**src/rtl/ts_pkg.sv**
```systemverilog
// Shared TS framing constants and framer state encoding.
package ts_pkg;

   localparam int unsigned PACK_BYTE_SIZE = 188;
   localparam logic [7:0]  TS_SYNC_BYTE   = 8'h47;

   localparam int unsigned POS_W = 8;
   localparam int unsigned CNT_W = 4;

   typedef enum logic [1:0] {
      ST_HUNT   = 2'd0,
      ST_VERIFY = 2'd1,
      ST_LOCK   = 2'd2
   } ts_state_e;

endpackage

```
**src/rtl/ts_sync_lock_if.sv**
```systemverilog
// Raw byte input and framed byte output of the TS sync framer.
// master: stream source / framed-stream consumer; slave: the framer.
interface ts_sync_lock_if;

   logic [7:0] in_data;
   logic       in_valid;
   logic       locked;
   logic [7:0] mpeg_data;
   logic       mpeg_valid;
   logic       mpeg_sync;

   modport master (
      output in_data, in_valid,
      input  locked, mpeg_data, mpeg_valid, mpeg_sync
   );

   modport slave (
      input  in_data, in_valid,
      output locked, mpeg_data, mpeg_valid, mpeg_sync
   );

endinterface

```
**src/rtl/ts_sync_lock.sv**
```systemverilog
// TS sync framer: hunts for the sync byte, verifies packet spacing,
// then emits a framed stream with mpeg_sync on byte 0 of each packet.
// Flywheels through isolated sync misses; drops lock after UNLOCK_COUNT.
// Optional statistics counters are enabled with TS_SYNC_STATS_EN.
module ts_sync_lock
   import ts_pkg::*;
#(
   parameter int unsigned LOCK_COUNT         = 3,
   parameter int unsigned UNLOCK_COUNT       = 3,
   parameter int unsigned C_S_AXI_DATA_WIDTH = 32
) (
   input  logic clk,
   input  logic rst,
   ts_sync_lock_if.slave bus
`ifdef TS_SYNC_STATS_EN
   ,
   output logic [C_S_AXI_DATA_WIDTH-1:0] packet_count,
   output logic [C_S_AXI_DATA_WIDTH-1:0] lock_loss_count
`endif
);

   localparam logic [POS_W-1:0] POS_LAST = POS_W'(PACK_BYTE_SIZE - 1);
   localparam logic [CNT_W-1:0] LOCK_N   = CNT_W'(LOCK_COUNT);
   localparam logic [CNT_W-1:0] UNLOCK_N = CNT_W'(UNLOCK_COUNT);

   ts_state_e        state, state_nxt;
   logic [POS_W-1:0] pos, pos_nxt;
   logic [CNT_W-1:0] good, good_nxt;
   logic [CNT_W-1:0] miss, miss_nxt;

   logic             emit_c;
   logic             emit_sync_c;
   logic             lost_c;

   logic             slot_c;
   logic             is_sync_c;
   logic [POS_W-1:0] pos_inc_c;
   logic [CNT_W-1:0] good_inc_c;
   logic [CNT_W-1:0] miss_inc_c;

   logic             locked_q;
   logic [7:0]       mpeg_data_q;
   logic             mpeg_valid_q;
   logic             mpeg_sync_q;

   // Framer state and position registers.
   always_ff @(posedge clk) begin
      if (rst) begin
         state <= ST_HUNT;
         pos   <= '0;
         good  <= '0;
         miss  <= '0;
      end else begin
         state <= state_nxt;
         pos   <= pos_nxt;
         good  <= good_nxt;
         miss  <= miss_nxt;
      end
   end

   // Next-state, position bookkeeping and emit decision for the current byte.
   always_comb begin
      state_nxt   = state;
      pos_nxt     = pos;
      good_nxt    = good;
      miss_nxt    = miss;
      emit_c      = 1'b0;
      emit_sync_c = 1'b0;
      lost_c      = 1'b0;

      slot_c     = (pos == '0);
      is_sync_c  = (bus.in_data == TS_SYNC_BYTE);
      pos_inc_c  = (pos == POS_LAST) ? '0 : pos + POS_W'(1);
      good_inc_c = good + CNT_W'(1);
      miss_inc_c = miss + CNT_W'(1);

      if (bus.in_valid) begin
         unique case (state)
            ST_HUNT: begin
               if (is_sync_c) begin
                  pos_nxt  = POS_W'(1);
                  good_nxt = CNT_W'(1);
                  if (LOCK_N == CNT_W'(1)) begin
                     state_nxt   = ST_LOCK;
                     miss_nxt    = '0;
                     emit_c      = 1'b1;
                     emit_sync_c = 1'b1;
                  end else begin
                     state_nxt = ST_VERIFY;
                  end
               end
            end

            ST_VERIFY: begin
               if (!slot_c) begin
                  pos_nxt = pos_inc_c;
               end else if (is_sync_c) begin
                  pos_nxt  = pos_inc_c;
                  good_nxt = good_inc_c;
                  if (good_inc_c == LOCK_N) begin
                     state_nxt   = ST_LOCK;
                     miss_nxt    = '0;
                     emit_c      = 1'b1;
                     emit_sync_c = 1'b1;
                  end
               end else begin
                  // Misaligned candidate: the failing byte is consumed.
                  state_nxt = ST_HUNT;
                  pos_nxt   = '0;
                  good_nxt  = '0;
               end
            end

            ST_LOCK: begin
               if (slot_c && !is_sync_c) begin
                  miss_nxt = miss_inc_c;
                  if (miss_inc_c == UNLOCK_N) begin
                     state_nxt = ST_HUNT;
                     pos_nxt   = '0;
                     good_nxt  = '0;
                     miss_nxt  = '0;
                     lost_c    = 1'b1;
                  end else begin
                     // Flywheel: keep framing on the expected slot.
                     pos_nxt     = pos_inc_c;
                     emit_c      = 1'b1;
                     emit_sync_c = 1'b1;
                  end
               end else begin
                  if (slot_c) begin
                     miss_nxt = '0;
                  end
                  pos_nxt     = pos_inc_c;
                  emit_c      = 1'b1;
                  emit_sync_c = slot_c;
               end
            end

            default: begin
               state_nxt = ST_HUNT;
               pos_nxt   = '0;
               good_nxt  = '0;
               miss_nxt  = '0;
            end
         endcase
      end
   end

   // Registered framed output; data holds while no byte is emitted.
   always_ff @(posedge clk) begin
      if (rst) begin
         locked_q     <= 1'b0;
         mpeg_data_q  <= '0;
         mpeg_valid_q <= 1'b0;
         mpeg_sync_q  <= 1'b0;
      end else begin
         locked_q     <= (state_nxt == ST_LOCK);
         mpeg_valid_q <= emit_c;
         mpeg_sync_q  <= emit_sync_c;
         if (emit_c) begin
            mpeg_data_q <= bus.in_data;
         end
      end
   end

   assign bus.locked     = locked_q;
   assign bus.mpeg_data  = mpeg_data_q;
   assign bus.mpeg_valid = mpeg_valid_q;
   assign bus.mpeg_sync  = mpeg_sync_q;

`ifdef TS_SYNC_STATS_EN
   // Packet-start and lock-loss statistics, wrapping.
   always_ff @(posedge clk) begin
      if (rst) begin
         packet_count    <= '0;
         lock_loss_count <= '0;
      end else begin
         if (emit_c && emit_sync_c) begin
            packet_count <= packet_count + C_S_AXI_DATA_WIDTH'(1);
         end
         if (lost_c) begin
            lock_loss_count <= lock_loss_count + C_S_AXI_DATA_WIDTH'(1);
         end
      end
   end
`endif

endmodule

```
**src/flat_wrapper.sv**
```systemverilog
// flat-port wrapper written by rule: the top's interface ports become plain ports
module ts_sync_lock_flat import ts_pkg::*;
#(
   parameter int unsigned LOCK_COUNT         = 3,
   parameter int unsigned UNLOCK_COUNT       = 3,
   parameter int unsigned C_S_AXI_DATA_WIDTH = 32
)
  (clk, rst, bus_in_data, bus_in_valid, bus_locked, bus_mpeg_data, bus_mpeg_valid, bus_mpeg_sync);
  ts_sync_lock_if bus_i ();
  input  logic clk;
  input  logic rst;
  input wire logic [$bits(bus_i.in_data)-1:0] bus_in_data;
  input wire logic [$bits(bus_i.in_valid)-1:0] bus_in_valid;
  output wire logic [$bits(bus_i.locked)-1:0] bus_locked;
  output wire logic [$bits(bus_i.mpeg_data)-1:0] bus_mpeg_data;
  output wire logic [$bits(bus_i.mpeg_valid)-1:0] bus_mpeg_valid;
  output wire logic [$bits(bus_i.mpeg_sync)-1:0] bus_mpeg_sync;
  assign bus_i.in_data = bus_in_data;
  assign bus_i.in_valid = bus_in_valid;
  assign bus_locked = bus_i.locked;
  assign bus_mpeg_data = bus_i.mpeg_data;
  assign bus_mpeg_valid = bus_i.mpeg_valid;
  assign bus_mpeg_sync = bus_i.mpeg_sync;
  ts_sync_lock #(.LOCK_COUNT(LOCK_COUNT), .UNLOCK_COUNT(UNLOCK_COUNT), .C_S_AXI_DATA_WIDTH(C_S_AXI_DATA_WIDTH)) u_core (.clk(clk), .rst(rst), .bus(bus_i));
endmodule
```
**config.mk**
```make
export PLATFORM = sky130hd
export DESIGN_NAME = ts_sync_lock_flat
export DESIGN_NICKNAME = d
export VERILOG_FILES = /design/src/rtl/ts_pkg.sv /design/src/rtl/ts_sync_lock_if.sv /design/src/rtl/ts_sync_lock.sv /design/src/flat_wrapper.sv
export SDC_FILE = /design/constraint.sdc
export NUM_CORES = 1
export LEC_CHECK = 0
export ABC_AREA = 1
export CAP_MARGIN = 20
export CORE_MARGIN = 1.5
export CORE_UTILIZATION = 55
export DETAILED_ROUTE_END_ITERATION = 6
export GPL_TIMING_DRIVEN = 0
export PLACE_DENSITY = 0.79
export SLEW_MARGIN = 10
export SYNTH_ARGS = -nofsm -noshare
export SYNTH_HDL_FRONTEND = slang
export SYNTH_SLANG_ARGS = --single-unit
export TNS_END_PERCENT = 100
```
**constraint.sdc**
```tcl
create_clock -name clk -period 2 [get_ports clk]
set_input_delay 0.4 -clock clk [delete_from_list [all_inputs] [get_ports clk]]
set_output_delay 0.4 -clock clk [all_outputs]
set_load 0.01 [all_outputs]
```
# [Word level (Yosys, flattened, before mapping)]
# Index checks and enable logic that the tools add are counted.
[op_classes] addsub=3 n_eq_ne=14 mux=37 bitwise_logic=2 n_reduce_logical=8
[op_table] op="$mux W8" count=6
[op_table] op="$mux W4" count=11
[op_table] op="$pmux W4 S3" count=2
[op_table] op="$pmux W8 S3" count=1
[op_table] op="$mux W2" count=7
[op_table] op="$ne A2 B1 Y1 const B" count=6
[op_table] op="$add A4 B1 Y4 const B" count=2
[op_table] op="$add A8 B1 Y8 const B" count=1
[op_table] op="$eq A4 B2 Y1 const B" count=2
[op_table] op="$eq A8 B7 Y1 const B" count=1
[op_table] op="$eq A8 B8 Y1 const B" count=1
[op_table] op="$logic_not A8 Y1" count=1
[op_table] op="$mux W1" count=7
[op_table] op="$pmux W2 S3" count=1
[op_table] op="$reduce_and A6 Y1" count=1
[op_table] op="$reduce_and A5 Y1" count=1
[op_table] op="$eq A2 B2 Y1 const B" count=2
[op_table] op="$pmux W1 S2" count=2
[op_table] op="$ne A3 B1 Y1 const B" count=1
[op_table] op="$eq A2 B1 Y1 const B" count=1
[op_table] op="$logic_not A2 Y1" count=1
[op_table] op="$not A1 Y1" count=2
[op_table] op="$reduce_and A2 Y1" count=1
[op_table] op="$reduce_or A2 Y1" count=1
[op_table] op="2 further kinds" count=2
[word_totals] regBits=29 inputBits=11 output_inout_bits=11 wordCells=72

# [Depth between registers and ports, before layout]
# Gate-level depths: netlist of the first run.
[logic_depth] depth_word=8 mapped_depth=13 ltp_nobuf=13

# [Least setup slack after synthesis of the first run]
# OpenSTA, ideal clock, no wires.
[synth_timing] path_type="register -> register" startpoint="register u_core.good[1]" endpoint="register u_core.miss[2]" setup_ps=115 arrival_ps=1399 required_time_ps=1885 path_slack_ps=486 stages_incl_launch_ff=9 n_path_buf=0 synth_period_minus_slack_ps=1514 path_cell_list="dfxtp_1 -> ha_1 -> inv_1 -> nand2_1 -> nand3_1 -> o31ai_1 -> nand2_2 -> o21ai_1 -> nor2_1"
[synth_via] elab_chain_len=4
[synth_lines] item="start, declared" line_no="ts_sync_lock.sv:28" text="logic [CNT_W-1:0] good, good_nxt;"
[synth_lines] item="start signal, assigned" line_no="ts_sync_lock.sv:56" text="good <= good_nxt;"
[synth_lines] item="$add A4 B1 Y4" line_no="ts_sync_lock.sv:74" text="good_inc_c = good + CNT_W'(1);"
[synth_lines] item="$eq A4 B2 Y1" line_no="ts_sync_lock.sv:100" text="if (good_inc_c == LOCK_N) begin"
[synth_lines] item="$ne A2 B1 Y1 (no line)"
[synth_lines] item="$reduce_and A6 Y1 (no line)"
[synth_lines] item="end signal, assigned" line_no="ts_sync_lock.sv:57" text="miss <= miss_nxt;"
[synth_lines] item="end, declared" line_no="ts_sync_lock.sv:29" text="logic [CNT_W-1:0] miss, miss_nxt;"
# No other way between the ends.
# A chain may end at the register's enable or synchronous reset.

# [Worst setup path in the final report of the first run]
[layout_timing] startpoint="input port bus_in_data[1]" endpoint="register u_core.pos[3]"
[layout_via] elab_chain_len=5 word_cells_on_any_way=9 cone_classes="eq/ne: 2; mux: 4; reduce/logical: 3"
[layout_lines] item="start, declared" line_no="flat_wrapper.sv:12" text="input wire logic [$bits(bus_i.in_data)-1:0] bus_in_data;"
[layout_lines] item="$eq A8 B7 Y1 (*)" line_no="ts_sync_lock.sv:72" text="is_sync_c = (bus.in_data == TS_SYNC_BYTE);"
[layout_lines] item="$logic_not A1 Y1" line_no="ts_sync_lock.sv:115" text="if (slot_c && !is_sync_c) begin"
[layout_lines] item="$logic_and A1 B1 Y1" line_no="ts_sync_lock.sv:115"
[layout_lines] item="$mux W8" line_no="ts_sync_lock.sv:115"
[layout_lines] item="$pmux W8 S3" line_no="ts_sync_lock.sv:78" text="unique case (state)"
[layout_lines] item="end signal, assigned" line_no="ts_sync_lock.sv:55" text="pos <= pos_nxt;"
[layout_lines] item="end, declared" line_no="ts_sync_lock.sv:27" text="logic [POS_W-1:0] pos, pos_nxt;"
# Mark *: on every way between the ends. The rest lies on a longest branch, timed or not.

==> results.tsv, run 1 <==
metric	value	unit
Clock Pin Slew Worst Setup and Hold Paths	0.09	ns
Final GP Congestion	0.835	
global-route track usage on met3	0.0584	
synthesis warning total	0	
number of antenna cells inserted	0	
Detail Placement HPWL	2690	microns
Total Die Area	3570	sq um
count of clock tree sinks	29	
FF+latch count, synth	29	
critical path capture point type	flop	
library cell with the largest summed area after synthesis	sky130_fd_sc_hd__dfxtp_1	
post-layout minimum cycle time	1.82	ns
number of enable flip-flop cells after synthesis	0	
Worst Min Path Start	u_core.bus.mpeg_data[5]$_SDFFE_PP0P_	
area of the mapped netlist	1770	sq um
number of stages on the worst setup path	7	
number of global-route vias before repair	1423	
achievable clock frequency	548	MHz
worst min path class	reg -> reg	
crit path from	bus_in_data[1]	
category of the most critical setup path	in -> reg	
synth-to-layout area growth	18.2	%
clock root buffer master	sky130_fd_sc_hd__clkbuf_4	
critical register-to-register path startpoint	u_core.pos[0]$_SDFFE_PP0P_	
share of cells above drive strength 1	0.124	
number of top-level pins	22	
global routing usage on met1	0.289	
arrival time of data at the critical path endpoint	2.07	ns
detailed-route via count	1622	
sequential area share after synthesis	0.328	
Finish-stage setup viols	0	
worst path cell trace	clkdlybuf4s50_1 -> nand4_1 -> nor2_2 -> nor2_1 -> nor3_4 -> nand3b_1 -> a21oi_1	
most used routing layer	met2	
LEAKAGE	0.841	nW
Crit path largest cell delay	0.52	ns
Placed Area	2030	sq um
pin count of the biggest net entering global routing	11	
insertion delay of the later-clocked pin in the worst-skew pair	0.33	ns
worst hold path depth	2	
critical path's slowest cell	sky130_fd_sc_hd__clkdlybuf4s50_1	
Layout Nets	302	
IR Drop Worst-Case VDD	0.360	mV
height of the die	59.7	microns
Cell Pwr Density	463	nW/um^2
DRC errors left	0	
proportion of synthesized flip-flops having asynchronous set or reset	0	
Setup crit start kind	input port	
worst-case headroom to the max-slew limit	0.610	
initial antenna violation count	0	
Post-Synthesis Mean Instance Area	7.00	sq um
H-tree lvl count	2	
Num CTS Buffers	5	
post-synthesis net count	274	
Synth Instances	253	
DIE WIDTH	59.7	microns
met2 Track Usage GR	0.377	
WL/cell	11.3	microns
number of hold buffers added after cts	0	
Core Region	3050	sq um
Row Count	20	
actual slew at the worst max-slew pin	0.579	ns
finished layout cell area	2090	sq um
largest cells by area after synthesis	sky130_fd_sc_hd__dfxtp_1 (33%), sky130_fd_sc_hd__nand2_1 (11%), sky130_fd_sc_hd__nand3_1 (7.3%)	
Period Utilization, post-route	0.912	
final clock skew	0.00894	ns
post-synth top area share	0.328	
vias per cell	4.98	
buffer count from post-CTS setup fixing	0	
largest fanout on the critical path	7	
unrepaired setup endpoints after global routing	no	
data required time at the worst endpoint	2.25	ns
effective utilization at floorplan	0.580	
I/O Buffers	20	
crit-path leading delay family	simple AND/OR/NAND/NOR gates	
residual overflow from global routing	0	
number of buffers on the longest clock path	2	
first-pass GRT wire length	6120	microns
hold violation total from the final report	0	
total global-route track usage	0.227	
most instantiated flip-flop cell in the synthesis netlist	sky130_fd_sc_hd__dfxtp_1	
number of max-cap violations	0	
DR pass1 iterations	4	
top cells by instance count after synthesis	sky130_fd_sc_hd__nand2_1 (50), sky130_fd_sc_hd__nor2_1 (33), sky130_fd_sc_hd__dfxtp_1 (29), sky130_fd_sc_hd__inv_1 (29), sky130_fd_sc_hd__nand3_1 (26)	
TritonCTS clock tree	built	
number of routed nets with antenna violations	0	
DRT iter0 DRCs	74	
count of cells along the worst register-to-register path	11	
number of distinct library cell variants in the gate-level netlist after synthesis	32	
Final TNS setup	0	ns
final wirelength	3680	microns
buffers and inverters on the worst path	1	
number of max-slew violations in the final report	0	
status	finished, final reports clean	
most instantiated library cell after synthesis	sky130_fd_sc_hd__nand2_1	
sequential cells by signal, summed over array words and instances, names as in the netlist:
| name | count |
|---|---|
| u_core.pos | 8 |
| u_core.state | 2 |
| u_core.good | 4 |
| u_core.bus.mpeg_sync | 1 |
| u_core.miss | 4 |
| u_core.bus.mpeg_valid | 1 |
| u_core.bus.mpeg_data | 8 |
| u_core.bus.locked | 1 |
per-stage QoR:
stage / power [mW] / setup slack (ns) / instances / utilization / hold slack [ns]
final: 0.970 / 0.176 / 326 / 0.686 / 0.469
after global routing: 1.01 / 0.0315 / 326 / 0.686 / 0.485
after CTS: 0.975 / 0.173 / 325 / 0.680 / 0.470
after detailed placement: 0.641 / -0.177 / 317 / 0.664 / 0.460
after global placement: 0.641 / -0.156 / 317 / 0.664 / 0.457
after floorplan: 0.612 / 0.486 / 253 / - / 0.454
worst reg2reg max path: cells and delay by family (launching register included):
kind                       cells  cell delay (ns)
AOI/OAI and AO/OA              1             0.08
adders and majority gates      1             0.14
buffers and inverters          1             0.09
DFF                            1             0.35
and+or+nand+nor                8             0.95
kinds of logic after synthesis:
family,count (synthesis),share of synthesized area
AOI/OAI and AO/OA,31,0.0919
xor gates and xnor gates,4,0.0198
adders and majority gates,10,0.0707
buffers and inverters,35,0.0784
DFF,29,0.328
and+or+nand+nor,144,0.411
area by class of cell:
class,instances,area (sq um)
Fill cell,283,960
Buffer,3,18.8
Multi-Input combinational cell,190,1070
Timing Repair Buffer,20,200
Tap cell,44,55.1
Sequential cell,29,581
Inverter,32,120
Clock buffer,8,48.8
path summary, 6_finish.rpt:
path / end / slack (ns)
hold reg to reg: u_core.bus.mpeg_data[5]$_SDFFE_PP0P_ / 0.47
setup reg to reg: u_core.pos[3]$_SDFFE_PP0P_ / 0.26
hold / removal: u_core.bus.mpeg_data[5]$_SDFFE_PP0P_ / 0.47
setup / recovery: u_core.pos[3]$_SDFFE_PP0P_ / 0.18
layer usage:
metal / wire [microns] / share of wire
met1: 1740 / 0.47
met2: 1740 / 0.47
met3: 155 / 0.042
met4: 44 / 0.012
met5: 0 / 0
layout by cell type (no fill, tap or decap), drive strengths merged, types with 2 or more instances in the layout:
master / instances
nand2: 66
nor2: 37
inv: 30
dfxtp: 29
nand3: 28
a21oi: 24
clkdlybuf4s50: 20
ha: 10
clkbuf: 9
o21ai: 5
nand4: 4
nor3: 4
xor2: 3
nand3b: 3
clkinv: 2
buf: 2
power by group:
part           switching, mW  leakage [nW]  internal (mW)
clock                  0.202        0.0265          0.140
sequential          0.000564         0.233          0.577
combinational         0.0278         0.581         0.0221
what timing repair did:
action | 4_1_cts | 5_1_grt
gates resized for setup | 0 | 3
endpoints found under the hold margin | 0 | 0
setup endpoints to repair | 0 | 11
Note: power is estimated with default switching activity, not from simulation.
==> inputs of run 2 (changes only) <==
- clock period: 2 -> 2.05 ns (I/O delays scaled with it)
==> results.tsv, run 2 (synthesis results as in run 1) <==
metric	value	unit	change
Net Switching	225	uW	-2.5%
share of cells above drive strength 1	0.117		-0.00668
pin count of the biggest net entering global routing	11		unchanged
height of the die	59.7	microns	unchanged
count of filler cells inserted in the layout	284		+0.35%
I/O Buffers	20		unchanged
number of antenna cells inserted	0		unchanged
DR pass1 iterations	4		unchanged
hold violation total from the final report	0		unchanged
Placed Area	2030	sq um	unchanged
Finish-stage setup viols	0		unchanged
clock root buffer master	sky130_fd_sc_hd__clkbuf_4		
Detail Placement HPWL	2690	microns	unchanged
worst min path class	reg -> reg		
achievable clock frequency	546	MHz	
number of buffers on the longest clock path	2		unchanged
count of cells along the worst register-to-register path	11		unchanged
internal power of the cells	721	uW	-2.4%
first-pass GRT wire length	6120	microns	unchanged
worst hold path depth	2		unchanged
Clock Pin Slew Worst Setup and Hold Paths	0.09	ns	about the same
Total Die Area	3570	sq um	unchanged
data required time at the worst endpoint	2.30	ns	+0.05 ns
share of power burned in the clock network	0.353		about the same
buffer count from post-CTS setup fixing	0		unchanged
post-layout minimum cycle time	1.83	ns	
Cell Pwr Density	454	nW/um^2	-2.0%
finished layout cell area	2080	sq um	-0.42%
critical path capture point type	flop		
DIE WIDTH	59.7	microns	unchanged
category of the most critical setup path	in -> reg		
number of hold buffers added after cts	0		unchanged
area occupied by registers	581	sq um	unchanged
effective utilization at floorplan	0.580		unchanged
count of clock tree sinks	29		unchanged
share of total power in sequential cells	0.596		about the same
net switching fraction of the power	0.238		about the same
final clock skew	0.00956	ns	+0.000616 ns
Layout Nets	301		-0.33%
Final GP Congestion	0.835		unchanged
status	finished, final reports clean		
number of top-level pins	22		unchanged
most common cell after layout, fill and taps aside	sky130_fd_sc_hd__nand2_1		
arrival time of data at the critical path endpoint	2.08	ns	about the same
Setup crit start kind	input port		
IR Drop Worst-Case VDD	0.350	mV	-2.6%
LEAKAGE	0.834	nW	-0.87%
DRT iter0 DRCs	68		-8.1%
TritonCTS clock tree	built		
number of max-slew violations in the final report	0		unchanged
WL/cell	11.0	microns	-2.7%
vias per cell	4.98		+0.12%
DRC errors left	0		unchanged
worst-case headroom to the max-slew limit	0.610		about the same
H-tree lvl count	2		unchanged
post-placement setup slack	-0.137	ns	+0.0400 ns
post-CTS sizing	0		unchanged
area of the multi-input gates	1060	sq um	-0.82%
synth-to-layout area growth	17.7	%	
post-layout worst setup margin	0.218	ns	+0.0419 ns
commonest cells after routing, fill and taps aside	sky130_fd_sc_hd__nand2_1 (50), sky130_fd_sc_hd__nor2_1 (33), sky130_fd_sc_hd__inv_1 (29), sky130_fd_sc_hd__dfxtp_1 (29), sky130_fd_sc_hd__nand3_1 (25)		
largest fanout on the critical path	7		unchanged
Core Region	3050	sq um	unchanged
number of max-cap violations	0		unchanged
residual overflow from global routing	0		unchanged
number of global-route vias before repair	1423		unchanged
initial antenna violation count	0		unchanged
number of routed nets with antenna violations	0		unchanged
final wirelength	3570	microns	-3.0%
detailed-route via count	1619		-0.18%
Period Utilization, post-route	0.894		
Num CTS Buffers	5		unchanged
unrepaired setup endpoints after global routing	no		
combinational share of power	0.051		about the same
insertion delay of the later-clocked pin in the worst-skew pair	0.33	ns	about the same
Row Count	20		unchanged
total global-route track usage	0.227		unchanged
actual slew at the worst max-slew pin	0.580	ns	+0.000352 ns
## run 2: cell types whose count changed in the layout (fill, tap and decap cells not counted), sizes merged
cell,previous run,this run
nand2,66,65
## run 2: layout make-up
class | count | area share
flip-flops and latches | 29 | 0.279
clock buffers | 8 | 0.0234
multi-input cells | 189 | 0.509
well taps | 44 | 0.0264
repair buffers | 20 | 0.0960
plain buffers | 3 | 0.00900
inverters | 32 | 0.0576
## run 2: worst max-delay path, stage by stage
cell	delay (ns)
sky130_fd_sc_hd__clkdlybuf4s50_1	0.52
sky130_fd_sc_hd__nand4_1	0.12
sky130_fd_sc_hd__nor2_2	0.25
sky130_fd_sc_hd__nor2_1	0.15
sky130_fd_sc_hd__nor3_4	0.35
sky130_fd_sc_hd__nand3b_1	0.11
sky130_fd_sc_hd__a21oi_1	0.17
## run 2: power by group through the flow
stage / Clock, mW / Sequential (mW) / Combinational [mW]
after floorplan: 0 / 0.577 / 0.0206
after global placement: 0 / 0.577 / 0.0481
after detailed placement: 0 / 0.577 / 0.0480
after CTS: 0.340 / 0.564 / 0.0480
after global routing: 0.365 / 0.564 / 0.0533
final: 0.334 / 0.564 / 0.0480
## run 2: metal layers
layer	global-route usage	vias to the layer above	share of wire
met1	0.289	706	0.47
met3	0.0584	6	0.044
met4	0.0667	0	0.013
met5	0	-	0
li1	-	870	-
met2	0.377	37	0.47
## run 2: final timing paths
path	startpoint	end	slack (ns)
worst max-delay path	bus_in_data[1]	u_core.pos[3]$_SDFFE_PP0P_	0.22
worst min register to register	u_core.bus.mpeg_data[6]$_SDFFE_PP0P_	u_core.bus.mpeg_data[6]$_SDFFE_PP0P_	0.47
worst min-delay path	u_core.bus.mpeg_data[6]$_SDFFE_PP0P_	u_core.bus.mpeg_data[6]$_SDFFE_PP0P_	0.47
worst max register to register	u_core.pos[0]$_SDFFE_PP0P_	u_core.pos[3]$_SDFFE_PP0P_	0.33
## run 2: stage by stage
| stage | util | power, mW | cells | setup TNS, ns | hold slack, ns |
|---|---|---|---|---|---|
| after global placement | 0.664 | 0.625 | 317 | -1.90 | 0.457 |
| final | 0.683 | 0.946 | 325 | 0 | 0.471 |
| after floorplan | - | 0.597 | 253 | 0 | 0.454 |
| after detailed placement | 0.664 | 0.625 | 317 | -2.55 | 0.460 |
| after global routing | 0.683 | 0.982 | 325 | 0 | 0.485 |
| after CTS | 0.680 | 0.951 | 325 | 0 | 0.475 |
